### src/rtl/display_pkg.sv
// Shared types and helpers for the multiplexed 4-digit display scan logic.
package display_pkg;

  localparam logic [3:0] BLANK_CODE = 4'hF;

  typedef enum logic {BLANK, SHOW} scan_state_t;

  typedef struct packed {
    scan_state_t state;
    logic [1:0]  slot;
    logic        frame_start;
    logic        grant_b;
    logic        fair_pending;
  } scan_dbg_t;

  // Nearest enabled slot above 'slot', wrapping to the lowest; returns 'slot' if it is the only one.
  function automatic logic [1:0] next_slot(input logic [3:0] mask, input logic [1:0] slot);
    logic [1:0] r;
    logic [1:0] c;
    r = slot;
    for (int k = 3; k >= 1; k--) begin
      c = slot + 2'(k);
      if (mask[c]) r = c;
    end
    return r;
  endfunction

endpackage

### src/rtl/display_arbiter.sv
// Frame-granular owner selection between timer source A and status source B.
module display_arbiter #(
  parameter int HOLD_FRAMES = 200
) (
  input  logic clk,
  input  logic rst_n,
  input  logic step,
  input  logic req_b,
  output logic grant_b,
  output logic grant_next,
  output logic fair_pending
);

  localparam int HW = $clog2(HOLD_FRAMES + 1);

  logic [HW-1:0] hold;
  logic [HW-1:0] hold_n;
  logic          fair_n;

  // Release of B is itself a frame step, so A always keeps the following frame;
  // fair_pending marks that guaranteed frame.
  always_comb begin
    grant_next = grant_b;
    hold_n     = hold;
    fair_n     = fair_pending;
    if (step) begin
      fair_n = 1'b0;
      if (!grant_b) begin
        if (req_b) begin
          grant_next = 1'b1;
          hold_n     = HW'(HOLD_FRAMES);
        end
      end else begin
        hold_n = hold - HW'(1);
        if (!req_b || hold_n == '0) begin
          grant_next = 1'b0;
          fair_n     = (hold_n == '0);
          hold_n     = '0;
        end
      end
    end
  end

  always_ff @(posedge clk or negedge rst_n) begin
    if (!rst_n) begin
      grant_b      <= 1'b0;
      hold         <= '0;
      fair_pending <= 1'b0;
    end else begin
      grant_b      <= grant_next;
      hold         <= hold_n;
      fair_pending <= fair_n;
    end
  end

endmodule

### src/rtl/display_scan_controller.sv
// Scan FSM, per-frame digit snapshot and leading-zero suppression for the 4-digit display.
module display_scan_controller
  import display_pkg::*;
#(
  parameter int SCAN_DIV     = 50000,
  parameter int BLANK_CYCLES = 500,
  parameter int HOLD_FRAMES  = 200
) (
  input  logic       clk,
  input  logic       rst_n,
  input  logic [3:0] a_d3,
  input  logic [3:0] a_d2,
  input  logic [3:0] a_d1,
  input  logic [3:0] a_d0,
  input  logic [3:0] b_d3,
  input  logic [3:0] b_d2,
  input  logic [3:0] b_d1,
  input  logic [3:0] b_d0,
  input  logic       req_b,
  input  logic [3:0] digit_mask,
  input  logic       lzs_en,
  output logic [3:0] bcd,
  output logic [3:0] dig_en,
  output logic       blank,
  output logic       grant_b,
  output logic       frame_done,
  output scan_dbg_t  dbg
);

  localparam int CMAX = (SCAN_DIV > BLANK_CYCLES) ? SCAN_DIV : BLANK_CYCLES;
  localparam int CW   = (CMAX > 1) ? $clog2(CMAX) : 1;

  scan_state_t     state, state_n;
  logic [CW-1:0]   cnt, cnt_n;
  logic [1:0]      slot, slot_n;
  logic            frame_start, frame_start_n;
  logic            loaded;
  logic [3:0][3:0] snap;
  logic [3:0]      lz;
  logic [3:0]      show_code;
  logic            frame_done_n;
  logic            grant_next;
  logic            fair_pending;

  display_arbiter #(.HOLD_FRAMES(HOLD_FRAMES)) u_arbiter (
    .clk          (clk),
    .rst_n        (rst_n),
    .step         (frame_done),
    .req_b        (req_b),
    .grant_b      (grant_b),
    .grant_next   (grant_next),
    .fair_pending (fair_pending)
  );

  // frame_start marks a BLANK that opens a frame, so the lowest slot of the
  // mask in force at that moment is the first one shown.
  always_comb begin
    state_n       = state;
    cnt_n         = cnt + CW'(1);
    slot_n        = slot;
    frame_start_n = frame_start;
    if (state == BLANK) begin
      if (digit_mask == 4'b0000) begin
        cnt_n         = '0;
        frame_start_n = 1'b1;
      end else if (cnt == CW'(BLANK_CYCLES - 1)) begin
        state_n       = SHOW;
        cnt_n         = '0;
        frame_start_n = 1'b0;
        if (frame_start)
          slot_n = next_slot(digit_mask, 2'd3);
        else if (!digit_mask[slot])
          slot_n = next_slot(digit_mask, slot);
      end
    end else if (cnt == CW'(SCAN_DIV - 1)) begin
      state_n       = BLANK;
      cnt_n         = '0;
      slot_n        = next_slot(digit_mask, slot);
      frame_start_n = (slot_n <= slot);
    end
  end

  // Outputs are registered from next-state values so they line up with the FSM state.
  always_comb begin
    lz[3] = (snap[3] == 4'd0);
    lz[2] = lz[3] && (snap[2] == 4'd0);
    lz[1] = lz[2] && (snap[1] == 4'd0);
    lz[0] = lz[1] && (snap[0] == 4'd0);
    show_code = (lzs_en && slot_n != 2'd0 && lz[slot_n]) ? BLANK_CODE : snap[slot_n];
    frame_done_n = (state_n == SHOW) && (cnt_n == CW'(SCAN_DIV - 1)) &&
                   (digit_mask != 4'b0000) && (next_slot(digit_mask, slot_n) <= slot_n);
  end

  always_ff @(posedge clk or negedge rst_n) begin
    if (!rst_n) begin
      state       <= BLANK;
      cnt         <= '0;
      slot        <= 2'd0;
      frame_start <= 1'b1;
      loaded      <= 1'b0;
      snap        <= '0;
      bcd         <= BLANK_CODE;
      dig_en      <= 4'b0000;
      blank       <= 1'b1;
      frame_done  <= 1'b0;
    end else begin
      state       <= state_n;
      cnt         <= cnt_n;
      slot        <= slot_n;
      frame_start <= frame_start_n;
      if (!loaded || frame_done) begin
        loaded <= 1'b1;
        snap   <= grant_next ? {b_d3, b_d2, b_d1, b_d0} : {a_d3, a_d2, a_d1, a_d0};
      end
      dig_en     <= (state_n == SHOW) ? (4'b0001 << slot_n) : 4'b0000;
      blank      <= (state_n == BLANK);
      bcd        <= (state_n == SHOW) ? show_code : BLANK_CODE;
      frame_done <= frame_done_n;
    end
  end

  always_comb begin
    dbg.state        = state;
    dbg.slot         = slot;
    dbg.frame_start  = frame_start;
    dbg.grant_b      = grant_b;
    dbg.fair_pending = fair_pending;
  end

endmodule

### config.mk
export PLATFORM = sky130hd
export DESIGN_NAME = display_scan_controller
export DESIGN_NICKNAME = d
export VERILOG_FILES = /design/src/rtl/display_pkg.sv /design/src/rtl/display_arbiter.sv /design/src/rtl/display_scan_controller.sv
export SDC_FILE = /design/constraint.sdc
export NUM_CORES = 1
export LEC_CHECK = 0
export BUFFER_PORTS_ARGS = -buffer_cell sky130_fd_sc_hd__buf_2
export CORE_ASPECT_RATIO = 1.25
export CORE_MARGIN = 2
export CORE_UTILIZATION = 52
export DETAILED_ROUTE_END_ITERATION = 8
export GPL_TIMING_DRIVEN = 0
export PLACE_DENSITY = 0.89
export SLEW_MARGIN = 20
export SYNTH_ARGS = -nofsm -noshare
export SYNTH_HDL_FRONTEND = slang
export SYNTH_SLANG_ARGS = --single-unit
### constraint.sdc
create_clock -name clk -period 4.3 [get_ports clk]
set_input_delay 0 -clock clk [delete_from_list [all_inputs] [get_ports clk]]
set_output_delay 0 -clock clk [all_outputs]
set_load 0.01 [all_outputs]
==> Word-level counts from Yosys, hierarchy flattened <==
Cells that the tools add are included.
{ "totals": {"regBits": 57, "in_bits": 40, "out_inout_bits": 17, "word_cells": 124} }
{ "op_classes": {"addsub": 8, "n_lt_le_gt_ge": 10, "eq_ne": 4, "n_shift": 1, "muxes": 60, "bitwise": 1, "reduce_logical": 24} }
{ "op_table": {"columns": ["op", "n"], "rows": [
  ["$mux 16", 5],
  ["$eq 16x16->1 const B", 2],
  ["$mux 2", 16],
  ["$lt 2x3->1 const B", 8],
  ["$mux 8", 3],
  ["$mux 1", 23],
  ["$logic_not 4->1", 5],
  ["$add 16x1->16 const B", 1],
  ["$bmux 1 s2", 8],
  ["$eq 16x9->1 const B", 1],
  ["$mux 4", 4],
  ["$add 2x2->2 const B", 4],
  ["$bmux 4 s2", 1],
  ["$logic_and 1x1->1", 8],
  ["$logic_not 8->1", 1],
  ["$sub 8x1->8 const B", 1],
  ["$add 2x1->2 const B", 2],
  ["$le 2x2->1", 2],
  ["$reduce_and 2->1", 2],
  ["$reduce_bool 2->1", 2],
  ["$reduce_bool 4->1", 1],
  ["$shl 1x2->4 const A", 1],
  ["$reduce_bool 3->1", 1],
  ["$logic_not 1->1", 2],
  ["3 further kinds", 4]
]} }

==> Logic depth before layout (Yosys ltp) <==
Gate-level depths: netlist of the first run.
{ "depth": {"word_depth": 19, "mapped_depth": 19, "ltp_nobuf": 18} }

==> Cells and area by module <==
Synthesis of the first run repeated with hierarchy kept, for this count alone.
{ "hier_totals": {"cells_unflattened": 427, "area_unflattened_um2": 3799.9} }
{ "by_module_without_submodules": {"columns": ["mod", "n_inst", "cells_per_inst", "area_each_um2"], "rows": [
  ["display_scan_controller", 1, 359, 3179.3],
  ["display_arbiter", 1, 68, 620.6]
]} }

==> Least setup slack after synthesis of the first run <==
OpenSTA, ideal clock, no wires.
{ "synth_timing": {"path_type": "flip-flop to flip-flop", "startpoint": "register cnt[3]", "endpoint": "register frame_done", "t_arrival_ps": 4144, "required_ps": 4175, "path_slack_ps": 31, "path_stages_with_launch": 20, "path_buffers": 2, "synth_period_minus_slack_ps": 4269, "path_cell_list": "dfrtp_1 > buf_6 > or4_4 > nor4_1 > o21ai_1 > o211a_4 > or2_1 > buf_6 > ha_1 > nor2b_1 > o22a_1 > a2bb2oi_1 > a211oi_1 > ha_1 > inv_1 > a21oi_1 > a21oi_1 > nor4_1 > nand4_1 > a2111oi_0"} }
{ "synth_between": {"elab_chain_len": 12, "word_cells_on_any_way": 32, "cone_classes": "4 x add/sub; 1 x order compare; 3 x eq/ne; 21 x mux; 3 x reduce/logical"} }
{ "synth_rtl": {"columns": ["item", "line", "rtl"], "rows": [
  ["from (decl)", "display_scan_controller.sv:34", "logic [CW-1:0] cnt, cnt_n;"],
  ["from (signal assigned)", "display_scan_controller.sv:108", "cnt <= cnt_n;"],
  ["$eq 16x9->1", "display_scan_controller.sv:66", "end else if (cnt == CW'(BLANK_CYCLES - 1)) begin"],
  ["$mux 2", "display_scan_controller.sv:66", null],
  ["$mux 2", "display_scan_controller.sv:63", "if (digit_mask == 4'b0000) begin"],
  ["$mux 2 *", "display_scan_controller.sv:62", "if (state == BLANK) begin"],
  ["via slot_n[0]", "display_scan_controller.sv:35", "logic [1:0] slot, slot_n;"],
  ["$add 2x2->2", "display_pkg.sv:22", "c = slot + 2'(k);"],
  ["$bmux 1 s2", "display_pkg.sv:23", "if (mask[c]) r = c;"],
  ["$mux 1 (not written as such)", "display_pkg.sv:23", null],
  ["$mux 2 (3 in a row)", "display_pkg.sv:23", null],
  ["$le 2x2->1 *", "display_scan_controller.sv:91", "(digit_mask != 4'b0000) && (next_slot(digit_mask, slot_n) <= slot_n);"],
  ["$logic_and 1x1->1 *", "display_scan_controller.sv:91", null],
  ["via frame_done_n", "display_scan_controller.sv:41", "logic frame_done_n;"],
  ["to (signal assigned)", "display_scan_controller.sv:118", "frame_done <= frame_done_n;"],
  ["to (decl)", "display_scan_controller.sv:26", "output logic frame_done,"]
]} }
Mark *: on every way through the listed nets, which the timed path passes. The rest lies on a longest branch. The select of a mux whose other input is x is not followed.
A chain may end at the register's enable or synchronous reset.

==> Worst setup path after layout of the first run <==
{ "layout_timing": {"startpoint": "register cnt[12]", "endpoint": "register frame_done"} }
The elaborated chain is that of the path after synthesis.

==> summary.md, run 1 <==
| Metric | Value |
|---|---|
| Finished Cell Area | `4695 µm²` |
| Status | `complete, but fails checks` |
| Synth warnings | `0` |
| P_sw | `0.3027 mW` |
| Mapped Nets | `460` |
| Starting Density | `54.20%` |
| Crit-path cells | `or4_4 -> or4_4 -> o21ai_2 -> o211a_4 -> or2_1 -> buf_6 -> ha_4 -> nor2b_4 -> nor3b_4 -> a2bb2oi_2 -> a211oi_2 -> ha_2 -> inv_2 -> a21oi_2 -> a21oi_2 -> nor4_2 -> nand4_1 -> a2111oi_2` |
| Type of the worst setup path | `reg2reg` |
| Worst-path maximum fanout | `7` |
| Clk sinks | `57` |
| Gr ovfl total | `0` |
| H-Tree Level Count | `3` |
| Sequential fraction of design power | `45.9%` |
| Slew @ Worst Pin | `0.8705 ns` |
| NumNets Final | `567` |
| Dominant cells by area after synthesis | `dfrtp_1 36%, mux2i_1 5.6%, o21ai_0 5.6%, nand3_1 4.5%, dfstp_2 4.4%` |
| Switch share | `24.36%` |
| Pint | `0.9397 mW` |
| Final count of negative-setup-slack endpoints | `0` |
| Root buffer cell | `clkbuf_8` |
| Clock Power Share | `44.0%` |
| Post-Route Utilization | `71.06%` |
| Ant. Diodes | `0` |
| Slew Limit Fails | `0` |
| Vias in the first global route | `3419` |
| Share of synthesized registers carrying an async set or reset | `100.0%` |
| Syn avg cell area | `8.755 µm²` |
| FF+latch count, synth | `57` |
| Initial DRC Count | `305` |
| Design Power | `1.242 mW` |
| Relative slew slack | `41.45%` |
| DR vias | `3560` |
| Most instantiated cells after synthesis | `51 x dfrtp_1, 40 x o21ai_0, 35 x nor2_1, 33 x nand2_1, 32 x nand3_1` |
| Combinational power share | `10.1%` |
| Unrepaired setup endpoints after global routing | `true` |
| Worst Setup SP | `cnt[12]` |
| Yosys top cell by area | `dfrtp_1` |
| CP Launch Type | `register` |
| Min Hold Slack | `-0.003287 ns` |
| Routability cong. | `0.9132` |
| Routed WL | `9.883 mm` |
| Max incr delay on CP | `0.59 ns` |
| Num ports | `57` |
| PortBufs | `54` |
| Clk_skew | `0.01158 ns` |
| Max-Cap Viols | `0` |
| Post-DRT Antenna Nets | `0` |
| Slowest CP cell | `or4_4` |
| Cts bufs inserted | `9` |
| Fin crit share | `99.07%` |
| Std cell rows | `33` |
| Distinct cells, synth | `65` |
| Initial DRT Pass Iterations | `6` |
| Core area | `6606 µm²` |
| Largest net degree at the start of global routing | `58` |
| Fin crit period | `4.260 ns` |
| Per-cell routed wire length | `16.25 µm` |
| Total Routing Usage GR | `25.78%` |
| EDFF count, synth | `0` |
| Max clock buf depth | `2` |
| Post-synthesis instance total | `409` |
| Crit path arrival time | `4.50 ns` |
| Via density | `5.855` |
| Area grow syn2layout | `31.10%` |
| Die outline width | `78.23 µm` |
| First-pass GRT wire length | `15.54 mm` |
| Clock Latency Late Sink | `0.35 ns` |
| Reg-to-Reg Start | `cnt[12]` |
| Failing checks | `hold timing` |
| Setup TNS | `0 ns` |
| Initial antenna violation count | `0` |
| Drt drc | `0` |
| PD cells | `264.6 nW/µm²` |
| Top-area cell type share of the netlist area | `35.64%` |
| Final hold vios | `1` |
| Max frequency | `234.7 MHz` |
| CTS tree | `built` |
| HP Start | `a_d1[0]` |
| Critical Path RT | `4.54 ns` |
| Area of the die | `7571 µm²` |
| Worst vdd ir | `0.0002055 V` |
| Synthesized area | `3581 µm²` |
| Hold Crit Class | `in2reg` |
| Post-place instance area | `3963 µm²` |
| Top FF cell, synth | `dfrtp_1` |
| Leakage | `2.170 nW` |
| Sequential-to-total area share from yosys stat | `40.04%` |
| FILL cells | `485` |
| Dpl hpwl | `6.298 mm` |
| Die Y | `96.78 µm` |
| Layout cells sized above 1 | `24.57%` |
| Crit path capture type | `register` |
| Count leader, synth | `dfrtp_1` |
| Reg clk slew, reported paths | `0.07 ns` |
==> cells by family after synthesis <==
| group | share of synthesized area, % |
|---|---|
| muxes | 5.590 |
| AOI/OAI and AO/OA | 18.55 |
| xor gates and xnor gates | 3.913 |
| DFF | 40.04 |
| adders and majority gates | 3.843 |
| other | 0.1047 |
| buffers and inverters | 5.555 |
| and+or+nand+nor | 22.40 |
==> cell type report <==
cell class	instances	area [µm²]	share of cell area [%]
plain buffers	25	125.1	2.665
multi-input cells	308	2083	44.38
clock buffers	10	127.6	2.719
inverters	19	73.82	1.572
well taps	87	108.9	2.319
clock inverters	6	82.58	1.759
flip-flops and latches	57	1435	30.57
repair buffers	96	658.1	14.02
==> layer usage <==
layer	track usage, %	up-vias	share of wire [%]
met2	45.56	172	52
met1	29.29	1685	39
met5	0	-	0
met3	5.877	29	6.5
li1	-	1674	-
met4	11.47	0	3.0
==> state kept, by name (all words and copies together), names as in the netlist <==
| register | count |
|---|---|
| u_arbiter.fair_pending | 1 |
| frame_start | 1 |
| loaded | 1 |
| frame_done | 1 |
| cnt | 16 |
| u_arbiter.hold | 8 |
| state | 1 |
| blank | 1 |
| u_arbiter.grant_b | 1 |
| bcd | 4 |
| dig_en | 4 |
| slot | 2 |
| snap | 16 |
==> power groups by stage <==
stage                     Combinational (mW)  Sequential [mW]  Clock, mW
after floorplan                       0.0489            0.577          0
after global placement                0.0927            0.578          0
after detailed placement              0.0963            0.578          0
after CTS                              0.116            0.569      0.551
after global routing                   0.139            0.572      0.577
final                                  0.126            0.570      0.547
==> cell usage in the layout (no fill, tap or decap), drive strengths merged, types with 3 or more instances in the layout <==
cell / count
or4: 3
dlygate4sd3: 28
xnor2: 10
ha: 11
nor2: 36
nand2b: 4
buf: 76
nor4: 8
or3: 4
dfrtp: 51
dfstp: 6
clkbuf: 27
nor3: 8
inv: 19
o21ai: 45
a21oi: 19
and3: 3
xor2: 6
clkinv: 3
nand4: 3
mux2i: 20
a21o: 6
nand2: 33
nor2b: 10
nand4b: 3
o31ai: 4
a211oi: 5
nand3: 32
==> what timing repair did <==
action / CTS / global route
gates resized for setup: 8 / 18
pin swaps: 3 / 17
hold endpoints to repair: 66 / 0
hold buffers: 28 / 0
endpoints found under the setup margin: 1 / 1
buffers inserted: 5 / 9
==> final timing paths <==
path,to,slack [ns],cells past startpoint
max,frame_done,0.04,18
min in group asynchronous,snap[4],0.25,2
max in group asynchronous,cnt[12],3.56,2
max reg2reg,frame_done,0.04,18
min,snap[4],-0.003,3
min reg2reg,snap[6],0.51,2
==> per-stage QoR <==
step / std cells / setup WS, ns
3_3_place_gp: 550 / -0.5356
6_report: 608 / 0.04008
4_1_cts: 599 / 0.004581
3_5_place_dp: 550 / -0.5974
5_1_grt: 608 / -0.1739
2_1_floorplan: 409 / 0.03093
==> critical path: cells and delay by family (launching register included) <==
family                   cells  cell delay, ns
AND/OR/NAND/NOR              7            1.98
adder cells (fa/ha/maj)      2            0.43
buffers and inverters        2            0.18
flip-flops                   1            0.43
AO/OA/AOI/OAI                7            1.14
Power figures use the tool's default switching activity.
==> run 2, diff against run 1 <==
--- a/config.mk
+++ b/config.mk
@@ -6,12 +6,15 @@
 export NUM_CORES = 1
 export LEC_CHECK = 0
 export BUFFER_PORTS_ARGS = -buffer_cell sky130_fd_sc_hd__buf_2
-export CORE_ASPECT_RATIO = 1.25
+export CELL_PAD_IN_SITES_DETAIL_PLACEMENT = 1
+export CELL_PAD_IN_SITES_GLOBAL_PLACEMENT = 2
+export CORE_ASPECT_RATIO = 1.1
 export CORE_MARGIN = 2
-export CORE_UTILIZATION = 52
+export CORE_UTILIZATION = 31
+export CTS_CLUSTER_DIAMETER = 40
 export DETAILED_ROUTE_END_ITERATION = 8
 export GPL_TIMING_DRIVEN = 0
-export PLACE_DENSITY = 0.89
+export PLACE_DENSITY = 0.88
 export SLEW_MARGIN = 20
 export SYNTH_ARGS = -nofsm -noshare
 export SYNTH_HDL_FRONTEND = slang
==> run 2 against run 1 <==
Against the previous run: the run now ends clean; first-iteration DRC count down 56%; power up 8.3%; cell count up 9.0%; clock skew down 0.0049 ns; register-to-register slack better by 0.06 ns; design area up 0.91%; largest power group is now the clock network.
==> summary.md, run 2 (synthesis results as in run 1) <==
| Metric | Value |
|---|---|
| Crit-path cells | `or4_4 -> or4_4 -> nor2_4 -> a31o_4 -> nand2_4 -> ha_4 -> a21oi_1 -> a311o_1 -> o2bb2ai_2 -> ha_1 -> a21oi_2 -> a21oi_1 -> nor4_2 -> nand4_1 -> a2111oi_2` |
| Vias in the first global route | `3458` |
| Per-cell routed wire length | `16.02 µm` |
| CTS tree | `built` |
| Critical Path RT | `4.52 ns` |
| Cts bufs inserted | `9` |
| Clk sinks | `57` |
| Area of the die | `12430 µm²` |
| Clock Latency Late Sink | `0.33 ns` |
| Type of the worst setup path | `reg2reg` |
| Area grow syn2layout | `32.29%` |
| Post-Route Utilization | `41.60%` |
| Max-Cap Viols | `0` |
| Finished Cell Area | `4737 µm²` |
| Core area | `11390 µm²` |
| Slew @ Worst Pin | `0.9156 ns` |
| Pre-CTS WS | `-0.6458 ns` |
| Reg clk slew, reported paths | `0.05 ns` |
| Max clock buf depth | `2` |
| Largest net degree at the start of global routing | `58` |
| Std cell rows | `41` |
| Worst-path maximum fanout | `7` |
| PD cells | `284.1 nW/µm²` |
| Num ports | `57` |
| Via density | `5.134` |
| Unrepaired setup endpoints after global routing | `true` |
| Crit path arrival time | `4.42 ns` |
| FILL cells | `1369` |
| Drt drc | `0` |
| Max incr delay on CP | `0.59 ns` |
| Max frequency | `238.1 MHz` |
| Worst Setup Slack, final | `0.1003 ns` |
| Min Hold Slack | `0.009263 ns` |
| Ant. Diodes | `0` |
| Initial antenna violation count | `0` |
| Gr ovfl total | `0` |
| Filler-free cell count of the finished design | `663` |
| Dpl hpwl | `7.303 mm` |
| Die outline width | `106.5 µm` |
| Initial DRC Count | `135` |
| Leakage | `2.163 nW` |
| Setup TNS | `0 ns` |
| Hold Crit Class | `in2reg` |
| Starting Density | `31.44%` |
| Cells after DPL | `613` |
| Total Routing Usage GR | `17.77%` |
| NumNets Final | `559` |
| Post-DRT Antenna Nets | `0` |
| Routed WL | `10.62 mm` |
| Combinational power share | `8.6%` |
| H-Tree Level Count | `3` |
| Top delay family on crit path | `simple AND/OR/NAND/NOR gates` |
| Sequential fraction of design power | `42.4%` |
| Layout cells sized above 1 | `24.37%` |
| Switch share | `23.59%` |
| Biggest regs | `cnt x16, snap x16, u_arbiter.hold x8` |
| First-pass GRT wire length | `17.31 mm` |
| Fin crit share | `97.67%` |
| Initial DRT Pass Iterations | `4` |
| Design Power | `1.346 mW` |
| CP Launch Type | `register` |
| Status | `completed` |
| Slowest CP cell | `or4_4` |
| Relative slew slack | `38.45%` |
| Crit path capture type | `register` |
| Slew Limit Fails | `0` |
| Routability cong. | `0.8313` |
| P_sw | `0.3174 mW` |
| PortBufs | `54` |
| Most frequent cells in the layout | `54 x buf_2, 50 x dfrtp_1, 40 x o21ai_0` |
| Clock Power Share | `49.0%` |
| Root buffer cell | `clkbuf_16` |
| Die Y | `116.7 µm` |
| Critical path buffer and inverter count | `0` |
| Clk_skew | `0.006690 ns` |
| Final hold vios | `0` |
| Worst vdd ir | `0.0002106 V` |
| Post-place instance area | `4048 µm²` |
| DR vias | `3404` |
| Pint | `1.028 mW` |
| Final count of negative-setup-slack endpoints | `0` |
| Fin crit period | `4.200 ns` |
| Most common cell after layout, fill and taps aside | `buf_2` |
==> run 2: changes by cell type in the layout (fill, tap and decap cells not counted), moves of 2 or more <==
| cell | previous run | this run |
|---|---|---|
| clkbuf_16 | 0 | 9 |
| buf_4 | 19 | 21 |
| bufinv_16 | 2 | 0 |
| dlygate4sd3_1 | 28 | 18 |
| clkbuf_8 | 9 | 2 |
| a21oi_2 | 3 | 1 |
==> run 2: power by group through the flow <==
stage / sequential [mW] / clock [mW] / combinational, mW
3_3_place_gp: 0.578 / 0 / 0.0957
2_1_floorplan: 0.577 / 0 / 0.0489
4_1_cts: 0.570 / 0.668 / 0.114
5_1_grt: 0.572 / 0.694 / 0.131
3_5_place_dp: 0.579 / 0 / 0.0989
6_report: 0.571 / 0.660 / 0.115
==> run 2: final timing paths <==
path	start	end	slack (ns)	depth (start not counted)
min reg2reg	snap[3]	snap[3]	0.50	2
max in group asynchronous	rst_n	cnt[14]	3.50	2
min	req_b	u_arbiter.hold[6]	0.009	3
min in group asynchronous	rst_n	u_arbiter.hold[1]	0.27	2
max reg2reg	cnt[11]	frame_done	0.10	15
max	cnt[11]	frame_done	0.10	15
==> run 2: layout make-up <==
cell class | count | area, µm² | area share, %
flip-flops and latches | 57 | 1435 | 30.30
repair buffers | 88 | 573.1 | 12.10
clock inverters | 3 | 15.01 | 0.3170
inverters | 19 | 73.82 | 1.558
plain buffers | 25 | 125.1 | 2.641
clock buffers | 13 | 260.3 | 5.494
multi-input cells | 308 | 2067 | 43.63
well taps | 150 | 187.7 | 3.962
==> run 2: worst min-delay path: cells and delay by family <==
kind	cells	cell delay [ns]
buffers and inverters	1	0.14
AND/OR/NAND/NOR	2	0.15
==> run 2: timing repair <==
action,in CTS,in global routing
hold endpoints to repair,60,0
hold buffers,18,0
pin swaps,15,7
gates resized for setup,17,5
setup endpoints to repair,5,5
buffers inserted,7,9
==> run 2: per-layer routing <==
| layer | GRT usage, % | wire length [µm] |
|---|---|---|
| met3 | 3.795 | 308 |
| met5 | 0 | 0 |
| met2 | 31.50 | 5336 |
| met4 | 6.147 | 259 |
| met1 | 21.53 | 4720 |
